--- config.mk ---
export PLATFORM = sky130hd
export DESIGN_NAME = pwr_switch_sequencer
export DESIGN_NICKNAME = d
export VERILOG_FILES = /design/src/rtl/pwr_seq_pkg.sv /design/src/rtl/pwr_seq_timer.sv /design/src/rtl/pwr_switch_sequencer.sv
export SDC_FILE = /design/constraint.sdc
export NUM_CORES = 1
export LEC_CHECK = 0
export CORE_ASPECT_RATIO = 0.7
export CORE_MARGIN = 3
export CORE_UTILIZATION = 54
export CTS_CLUSTER_SIZE = 28
export DETAILED_ROUTE_END_ITERATION = 12
export GPL_TIMING_DRIVEN = 0
export HOLD_SLACK_MARGIN = 0.06
export PLACE_DENSITY = 0.84
export REMOVE_ABC_BUFFERS = 1
export SLEW_MARGIN = 30
export SYNTH_ARGS = -nofsm -noshare
export SYNTH_HDL_FRONTEND = slang
export SYNTH_SLANG_ARGS = --single-unit
--- constraint.sdc ---
create_clock -name CLK -period 3 [get_ports CLK]
set_input_delay 0.3 -clock CLK [delete_from_list [all_inputs] [get_ports CLK]]
set_output_delay 0.3 -clock CLK [all_outputs]
set_load 0.1 [all_outputs]
--- src/rtl/pwr_seq_pkg.sv ---
// Shared types and constants for the power-switch sequencer: FSM state encoding,
// parameter defaults and the reset image of the registered control outputs.
package pwr_seq_pkg;

  localparam int N_STAGES_DEF = 4;
  localparam int DLY_W_DEF    = 8;
  localparam int ACK_TMO_DEF  = 64;

  typedef enum logic [3:0] {
    ST_OFF        = 4'd0,
    ST_SW_UP      = 4'd1,
    ST_WAIT_ACK   = 4'd2,
    ST_RST_REL    = 4'd3,
    ST_RESTORE    = 4'd4,
    ST_ON         = 4'd5,
    ST_ISO_SET    = 4'd6,
    ST_SAVE       = 4'd7,
    ST_RST_ASSERT = 4'd8,
    ST_SW_DOWN    = 4'd9,
    ST_ERR        = 4'd10
  } pwr_state_t;

  typedef struct packed {
    logic iso_en;
    logic ret_save;
    logic ret_restore;
    logic rst_dom_n;
    logic pwr_good;
    logic busy;
    logic timeout_err;
  } pwr_out_t;

  localparam pwr_out_t OUT_RST = '{
    iso_en:      1'b1,
    ret_save:    1'b0,
    ret_restore: 1'b0,
    rst_dom_n:   1'b0,
    pwr_good:    1'b0,
    busy:        1'b0,
    timeout_err: 1'b0
  };

endpackage

--- src/rtl/pwr_seq_timer.sv ---
// Loadable saturating down-counter; tc is high while the count sits at zero.
// Shared between stage spacing and the switch-acknowledge timeout.
module pwr_seq_timer #(
  parameter int W = 8
) (
  input  logic         clk,
  input  logic         rst_n,
  input  logic         load,
  input  logic [W-1:0] load_val,
  output logic         tc
);

  localparam logic [W-1:0] ONE = {{(W-1){1'b0}}, 1'b1};

  logic [W-1:0] cnt_r;

  // Counter: load wins, otherwise count down and hold at zero.
  always_ff @(posedge clk or negedge rst_n) begin
    if (!rst_n) begin
      cnt_r <= '0;
    end else if (load) begin
      cnt_r <= load_val;
    end else if (cnt_r != '0) begin
      cnt_r <= cnt_r - ONE;
    end else begin
      cnt_r <= cnt_r;
    end
  end

  assign tc = (cnt_r == '0);

endmodule

--- src/rtl/pwr_switch_sequencer.sv ---
// Power-domain sequencer: staged header-switch turn-on/off, isolation, retention
// save/restore and domain reset. Outputs are registered from the current state.
module pwr_switch_sequencer
  import pwr_seq_pkg::*;
#(
  parameter int N_STAGES = N_STAGES_DEF,
  parameter int DLY_W    = DLY_W_DEF,
  parameter int ACK_TMO  = ACK_TMO_DEF
) (
  input  logic                CLK,
  input  logic                RN,
  input  logic                PWR_REQ,
  input  logic [DLY_W-1:0]    STAGE_DLY,
  input  logic                SW_ACK,
  output logic [N_STAGES-1:0] SW_EN,
  output logic                ISO_EN,
  output logic                RET_SAVE,
  output logic                RET_RESTORE,
  output logic                RST_DOM_N,
  output logic                PWR_GOOD,
  output logic                BUSY,
  output logic                TIMEOUT_ERR
);

  localparam int ACK_W = $clog2(ACK_TMO);
  localparam int TW    = (DLY_W > ACK_W) ? DLY_W : ACK_W;
  localparam logic [TW-1:0]       TW_ONE  = {{(TW-1){1'b0}}, 1'b1};
  localparam logic [TW-1:0]       ACK_VAL = TW'(ACK_TMO - 1);
  localparam logic [DLY_W-1:0]    D_ONE   = {{(DLY_W-1){1'b0}}, 1'b1};
  localparam logic [N_STAGES-1:0] SW_ONE  = {{(N_STAGES-1){1'b0}}, 1'b1};

  pwr_state_t          state_r, state_s;
  logic [DLY_W-1:0]    d_r, dly_sat_s;
  logic                d_load_s;
  logic                tmr_load_s, tc_s;
  logic [TW-1:0]       tmr_val_s, stage_val_s;
  logic [N_STAGES-1:0] sw_en_r, sw_en_s;
  pwr_out_t            out_r, out_s;

  assign dly_sat_s   = (STAGE_DLY == '0) ? D_ONE : STAGE_DLY;
  assign stage_val_s = TW'(d_r) - TW_ONE;

  pwr_seq_timer #(.W(TW)) u_timer (
    .clk      (CLK),
    .rst_n    (RN),
    .load     (tmr_load_s),
    .load_val (tmr_val_s),
    .tc       (tc_s)
  );

  // Next-state and timer control; the timer is zeroed on entry to a switch ramp
  // so the first stage moves on the very next edge.
  always_comb begin
    state_s    = state_r;
    d_load_s   = 1'b0;
    tmr_load_s = 1'b0;
    tmr_val_s  = '0;
    case (state_r)
      ST_OFF: begin
        if (PWR_REQ) begin
          state_s    = ST_SW_UP;
          d_load_s   = 1'b1;
          tmr_load_s = 1'b1;
        end else begin
          state_s = ST_OFF;
        end
      end
      ST_SW_UP: begin
        if (sw_en_r[N_STAGES-1]) begin
          state_s    = ST_WAIT_ACK;
          tmr_load_s = 1'b1;
          tmr_val_s  = ACK_VAL;
        end else if (tc_s) begin
          tmr_load_s = 1'b1;
          tmr_val_s  = stage_val_s;
        end else begin
          state_s = ST_SW_UP;
        end
      end
      ST_WAIT_ACK: begin
        if (SW_ACK) begin
          state_s = ST_RST_REL;
        end else if (tc_s) begin
          state_s = ST_ERR;
        end else begin
          state_s = ST_WAIT_ACK;
        end
      end
      ST_RST_REL:  state_s = ST_RESTORE;
      ST_RESTORE:  state_s = ST_ON;
      ST_ON: begin
        if (!PWR_REQ) begin
          state_s = ST_ISO_SET;
        end else begin
          state_s = ST_ON;
        end
      end
      ST_ISO_SET:  state_s = ST_SAVE;
      ST_SAVE:     state_s = ST_RST_ASSERT;
      ST_RST_ASSERT: begin
        state_s    = ST_SW_DOWN;
        d_load_s   = 1'b1;
        tmr_load_s = 1'b1;
      end
      ST_SW_DOWN: begin
        if (tc_s) begin
          tmr_load_s = 1'b1;
          tmr_val_s  = stage_val_s;
          if (sw_en_r <= SW_ONE) begin
            state_s = ST_OFF;
          end else begin
            state_s = ST_SW_DOWN;
          end
        end else begin
          state_s = ST_SW_DOWN;
        end
      end
      ST_ERR: begin
        if (!PWR_REQ) begin
          state_s = ST_OFF;
        end else begin
          state_s = ST_ERR;
        end
      end
      default: state_s = ST_OFF;
    endcase
  end

  // Output image for the next edge; a timeout drops every switch on the same edge.
  always_comb begin
    sw_en_s = sw_en_r;
    out_s   = OUT_RST;
    case (state_r)
      ST_OFF: sw_en_s = '0;
      ST_SW_UP: begin
        out_s.busy = 1'b1;
        if (tc_s && !sw_en_r[N_STAGES-1]) begin
          sw_en_s = {sw_en_r[N_STAGES-2:0], 1'b1};
        end else begin
          sw_en_s = sw_en_r;
        end
      end
      ST_WAIT_ACK: begin
        out_s.busy = 1'b1;
        if (!SW_ACK && tc_s) begin
          sw_en_s           = '0;
          out_s.timeout_err = 1'b1;
        end else begin
          sw_en_s = sw_en_r;
        end
      end
      ST_RST_REL: begin
        out_s.busy      = 1'b1;
        out_s.rst_dom_n = 1'b1;
      end
      ST_RESTORE: begin
        out_s.busy        = 1'b1;
        out_s.rst_dom_n   = 1'b1;
        out_s.ret_restore = 1'b1;
      end
      ST_ON: begin
        out_s.iso_en    = 1'b0;
        out_s.rst_dom_n = 1'b1;
        out_s.pwr_good  = 1'b1;
      end
      ST_ISO_SET: begin
        out_s.busy      = 1'b1;
        out_s.rst_dom_n = 1'b1;
      end
      ST_SAVE: begin
        out_s.busy      = 1'b1;
        out_s.rst_dom_n = 1'b1;
        out_s.ret_save  = 1'b1;
      end
      ST_RST_ASSERT: out_s.busy = 1'b1;
      ST_SW_DOWN: begin
        out_s.busy = 1'b1;
        if (tc_s) begin
          sw_en_s = {1'b0, sw_en_r[N_STAGES-1:1]};
        end else begin
          sw_en_s = sw_en_r;
        end
      end
      ST_ERR: begin
        out_s.busy        = 1'b1;
        out_s.timeout_err = 1'b1;
        sw_en_s           = '0;
      end
      default: sw_en_s = '0;
    endcase
  end

  // State, latched stage delay and output registers.
  always_ff @(posedge CLK or negedge RN) begin
    if (!RN) begin
      state_r <= ST_OFF;
      d_r     <= D_ONE;
      sw_en_r <= '0;
      out_r   <= OUT_RST;
    end else begin
      state_r <= state_s;
      if (d_load_s) begin
        d_r <= dly_sat_s;
      end else begin
        d_r <= d_r;
      end
      sw_en_r <= sw_en_s;
      out_r   <= out_s;
    end
  end

  assign SW_EN       = sw_en_r;
  assign ISO_EN      = out_r.iso_en;
  assign RET_SAVE    = out_r.ret_save;
  assign RET_RESTORE = out_r.ret_restore;
  assign RST_DOM_N   = out_r.rst_dom_n;
  assign PWR_GOOD    = out_r.pwr_good;
  assign BUSY        = out_r.busy;
  assign TIMEOUT_ERR = out_r.timeout_err;

endmodule

==> metrics.md <==
| Metric | Value |
|---|---|
| Outcome | `finished clean` |
| Most frequent cells in the layout | `dfrtp_1, nand2_1, clkdlybuf4s50_1` |
| Final Hold Viols | `0` |
| Grt ovf | `0` |
| Final Cycle Share | `between 80 and 90%` |
| Worst slew pin tran | `~980 ps` |
| Clk buf depth | `2` |
| Global-route wire length before repair | `around 6700 um` |
| Vias in the first global route | `1,390` |
| Sequential area share after synthesis | `44.4%` |
| Synthesized flop and latch total | `31` |
| CP Buf/Inv Count | `1` |
| CTS sink cnt | `31` |
| VDD IR max | `312 uV` |
| Clock-pin slew on the worst setup and hold paths | `around 70 ps` |
| ANT nets after route | `0` |
| Post-Place Cells | `between 200 and 250` |
| RSZ-0062 raised after global routing | `false` |
| Number of fill cells | `between 200 and 250` |
| CP Data Arrival Time | `~2600 ps` |
| Synth-to-Final Area Change | `20.1%` |
| Slowest cell on the critical path | `o41ai_1` |
| Final Skew | `between 8 and 9 ps` |
| CTS tree | `built` |
| Die Ht | `between 50 and 60 um` |
| CP top delay family | `simple AND/OR/NAND/NOR gates` |
| Net switching power | `0.183 mW` |
| Avg WL per Cell | `approximately 16 um` |
| Detailed Routing Iterations Pass 1 | `4` |
| Layout cells sized above 1 | `around 10%` |
| Yosys cell types | `42` |
| Commonest non-fill, non-tap cell in the layout | `dfrtp_1` |
| Gate power share | `under 10%` |
| Fin Setup TNS | `0 ps` |
| Port bufs | `22` |
| Largest net degree at the start of global routing | `32` |
| Routed wire length | `3890 um` |
| Insertion delay to the later sink of the worst-skew pair | `~290 ps` |
| Die width | `roughly 74 um` |
| Die ar. | `between 3000 and 4000 um^2` |
| Slew margin rel. | `34.3%` |
| Antenna fix cells | `0` |
| Compound-cell area share of the yosys netlist | `19.1%` |
| GP Congestion | `just under 0.9` |
| Place WS | `around 690 ps` |
| Startpoint class of the critical path | `register` |
| Antenna violations before repair | `0` |
| R2r worst-path depth | `6` |
| Clock Power Share | `between 40% and 50%` |
| Post-DP HPWL | `2840 um` |
| Worst Hold Class | `in -> async` |
| Reg2reg start | `u_timer.cnt_r[1]` |
| Non-Filler Instances | `246` |
| CTS Root Cell | `clkbuf_8` |
| Final setup violating endpoints | `0` |
| Post-synthesis xor/xnor area fraction | `5.00%` |
| Synth Instances | `between 150 and 200` |
| Vias | `1,485` |
| H-tree Lvls | `2` |
| Int Pwr | `0.718 mW` |
| Drt drc | `0` |
| Hold_buf cts | `0` |
| Mux contribution to synthesized area | `~3%` |
| CP Class | `reg -> reg` |
| Post-CTS Repair Setup Buffers | `0` |
| Worst stage delay on the critical path | `~520 ps` |
| CP max FO | `14` |
| Total CTS buffers | `5` |
| Setup WS post-layout | `approximately 530 ps` |
| R2R setup slack | `about 530 ps` |
| Core Util, Final | `a little under three quarters` |
| Largest family of logic cells by synthesized area | `simple AND/OR/NAND/NOR gates` |
| Post-synthesis simple-gate area fraction | `roughly 22%` |
| Syn_area_per_cell | `roughly 9.3 um^2` |
| Ports | `23` |
| Leak | `slightly below 0.9 nW` |
| Seq pwr share | `between 40% and 50%` |
| Pwr dens | `428 nW/um^2` |
| Area share of fa/ha/maj cells after synthesis | `approximately 2.1%` |
| Fin nets | `224` |
| Fmax achieved | `~400 MHz` |
| Tmin final | `between 2000 and 2500 ps` |
| Routed vias/inst | `6.04` |
| Max-cap viol count | `0` |
| Netlist Area Pre-Place | `1750 um^2` |
| Total global-route track usage | `22.5%` |
| Post-CTS Resized | `0` |
| Starting density of the core | `about 60%` |
| Worst R2R End | `state_r[0]` |
| Iteration-0 DRC Markers | `94` |
| Rows | `16` |
| Core area | `between 2000 and 3000 um^2` |
| CP Capture Type | `register` |
| Slew Limit Fails | `0` |
| Sw Ratio | `between 20% and 30%` |
| CP Cell Sequence | `inv_1 > ha_1 > or3b_2 > or2_4 > o41ai_1 > o211ai_1` |
| Worst Path Required | `between 3000 and 4000 ps` |
| Yosys warnings | `0` |
## worst max path at each step
stage                     cells past startpoint              from  slack, ps         end
final                                         6  u_timer.cnt_r[1]        530  state_r[0]
after global routing                          6  u_timer.cnt_r[1]        470  state_r[3]
after CTS                                     6  u_timer.cnt_r[0]        620  state_r[0]
after detailed placement                      6  u_timer.cnt_r[0]        690  state_r[3]
after global placement                        5           PWR_REQ        350      d_r[0]
after floorplan                               6  u_timer.cnt_r[0]        910    SW_EN[2]
## area by class of cell
class                           instances  area [um^2]  area share (%)
Sequential cell                        31          778            37.0
Inverter                               12         45.0            2.14
Clock buffer                            6         82.6            3.92
Tap cell                               36         45.0            2.14
Multi-Input combinational cell        136          898            42.7
Timing Repair Buffer                   23          220            10.5
Clock inverter                          2         35.0            1.66
## stage by stage
stage	cell area, um^2	hold WS, ps	power (mW)
final	2100	50.1	0.901
after global routing	2100	106	0.934
after CTS	2100	77.1	0.909
after detailed placement	1990	379	0.487
after global placement	1980	497	0.486
after floorplan	1720	4.41	0.457
## layer usage
metal | track usage, % | vias to the layer above | part of all wire (%)
li1 | - | 725 | -
met1 | 31.5 | 709 | 47
met2 | 32.8 | 46 | 45
met3 | 5.41 | 5 | 7.4
met4 | 10.8 | 0 | 1.1
met5 | 0 | - | 0
## Yosys cell counts, drive strengths merged
library cell  number  area (um^2)
dfrtp             29          726
nand2             26         97.6
inv               12         45.0
nor2              10         37.5
nor3              10         50.1
xnor2              9         78.8
clkbuf             8         30.0
o21a               8         60.1
a21oi              7         35.0
o21ai              7         35.0
or4                6         48.8
o22ai              4         25.0
o32ai              4         35.0
or3                4         25.0
ha                 3         37.5
mux2i              3         30.0
nand2b             3         18.8
nor4               3         18.8
o22a               3         26.3
or3b               3         26.3
a22oi              2         15.0
dfstp              2         52.6
mux2               2         22.5
nor2b              2         12.5
o211ai             2         15.0
o311ai             2         17.5
a211oi             1         7.51
a21boi             1         7.51
a22o               1         8.76
buf                1         7.51
nand3              1         5.00
nor3b              1         7.51
nor4b              1         23.8
o221ai             1         8.76
o311a              1         10.0
o31a               1         8.76
o32a               1         10.0
o41ai              1         8.76
or2                1         8.76
xor2               1         8.76
## flip-flops by register name (all words and copies together) (netlist names)
register and flops:
BUSY 1, ISO_EN 1, PWR_GOOD 1, RET_RESTORE 1
RET_SAVE 1, RST_DOM_N 1, SW_EN 4, TIMEOUT_ERR 1
d_r 8, state_r 4, u_timer.cnt_r 8
## cell families after synthesis
kind of cell             count (synthesis)
XOR/XNOR                                10
buffers and inverters                   21
flip-flops                              31
AO/OA/AOI/OAI                           47
multiplexers                             5
AND/OR/NAND/NOR                         71
adder cells (fa/ha/maj)                  3
## power by group through the flow
stage               clock network (mW)  registers [mW]  logic (mW)
global route                     0.449           0.433      0.0532
finish                           0.421           0.432      0.0476
CTS                              0.428           0.432      0.0482
floorplan                            0           0.437      0.0199
global placement                     0           0.439      0.0468
detailed placement                   0           0.440      0.0478
Note: power is estimated with default switching activity, not from simulation.
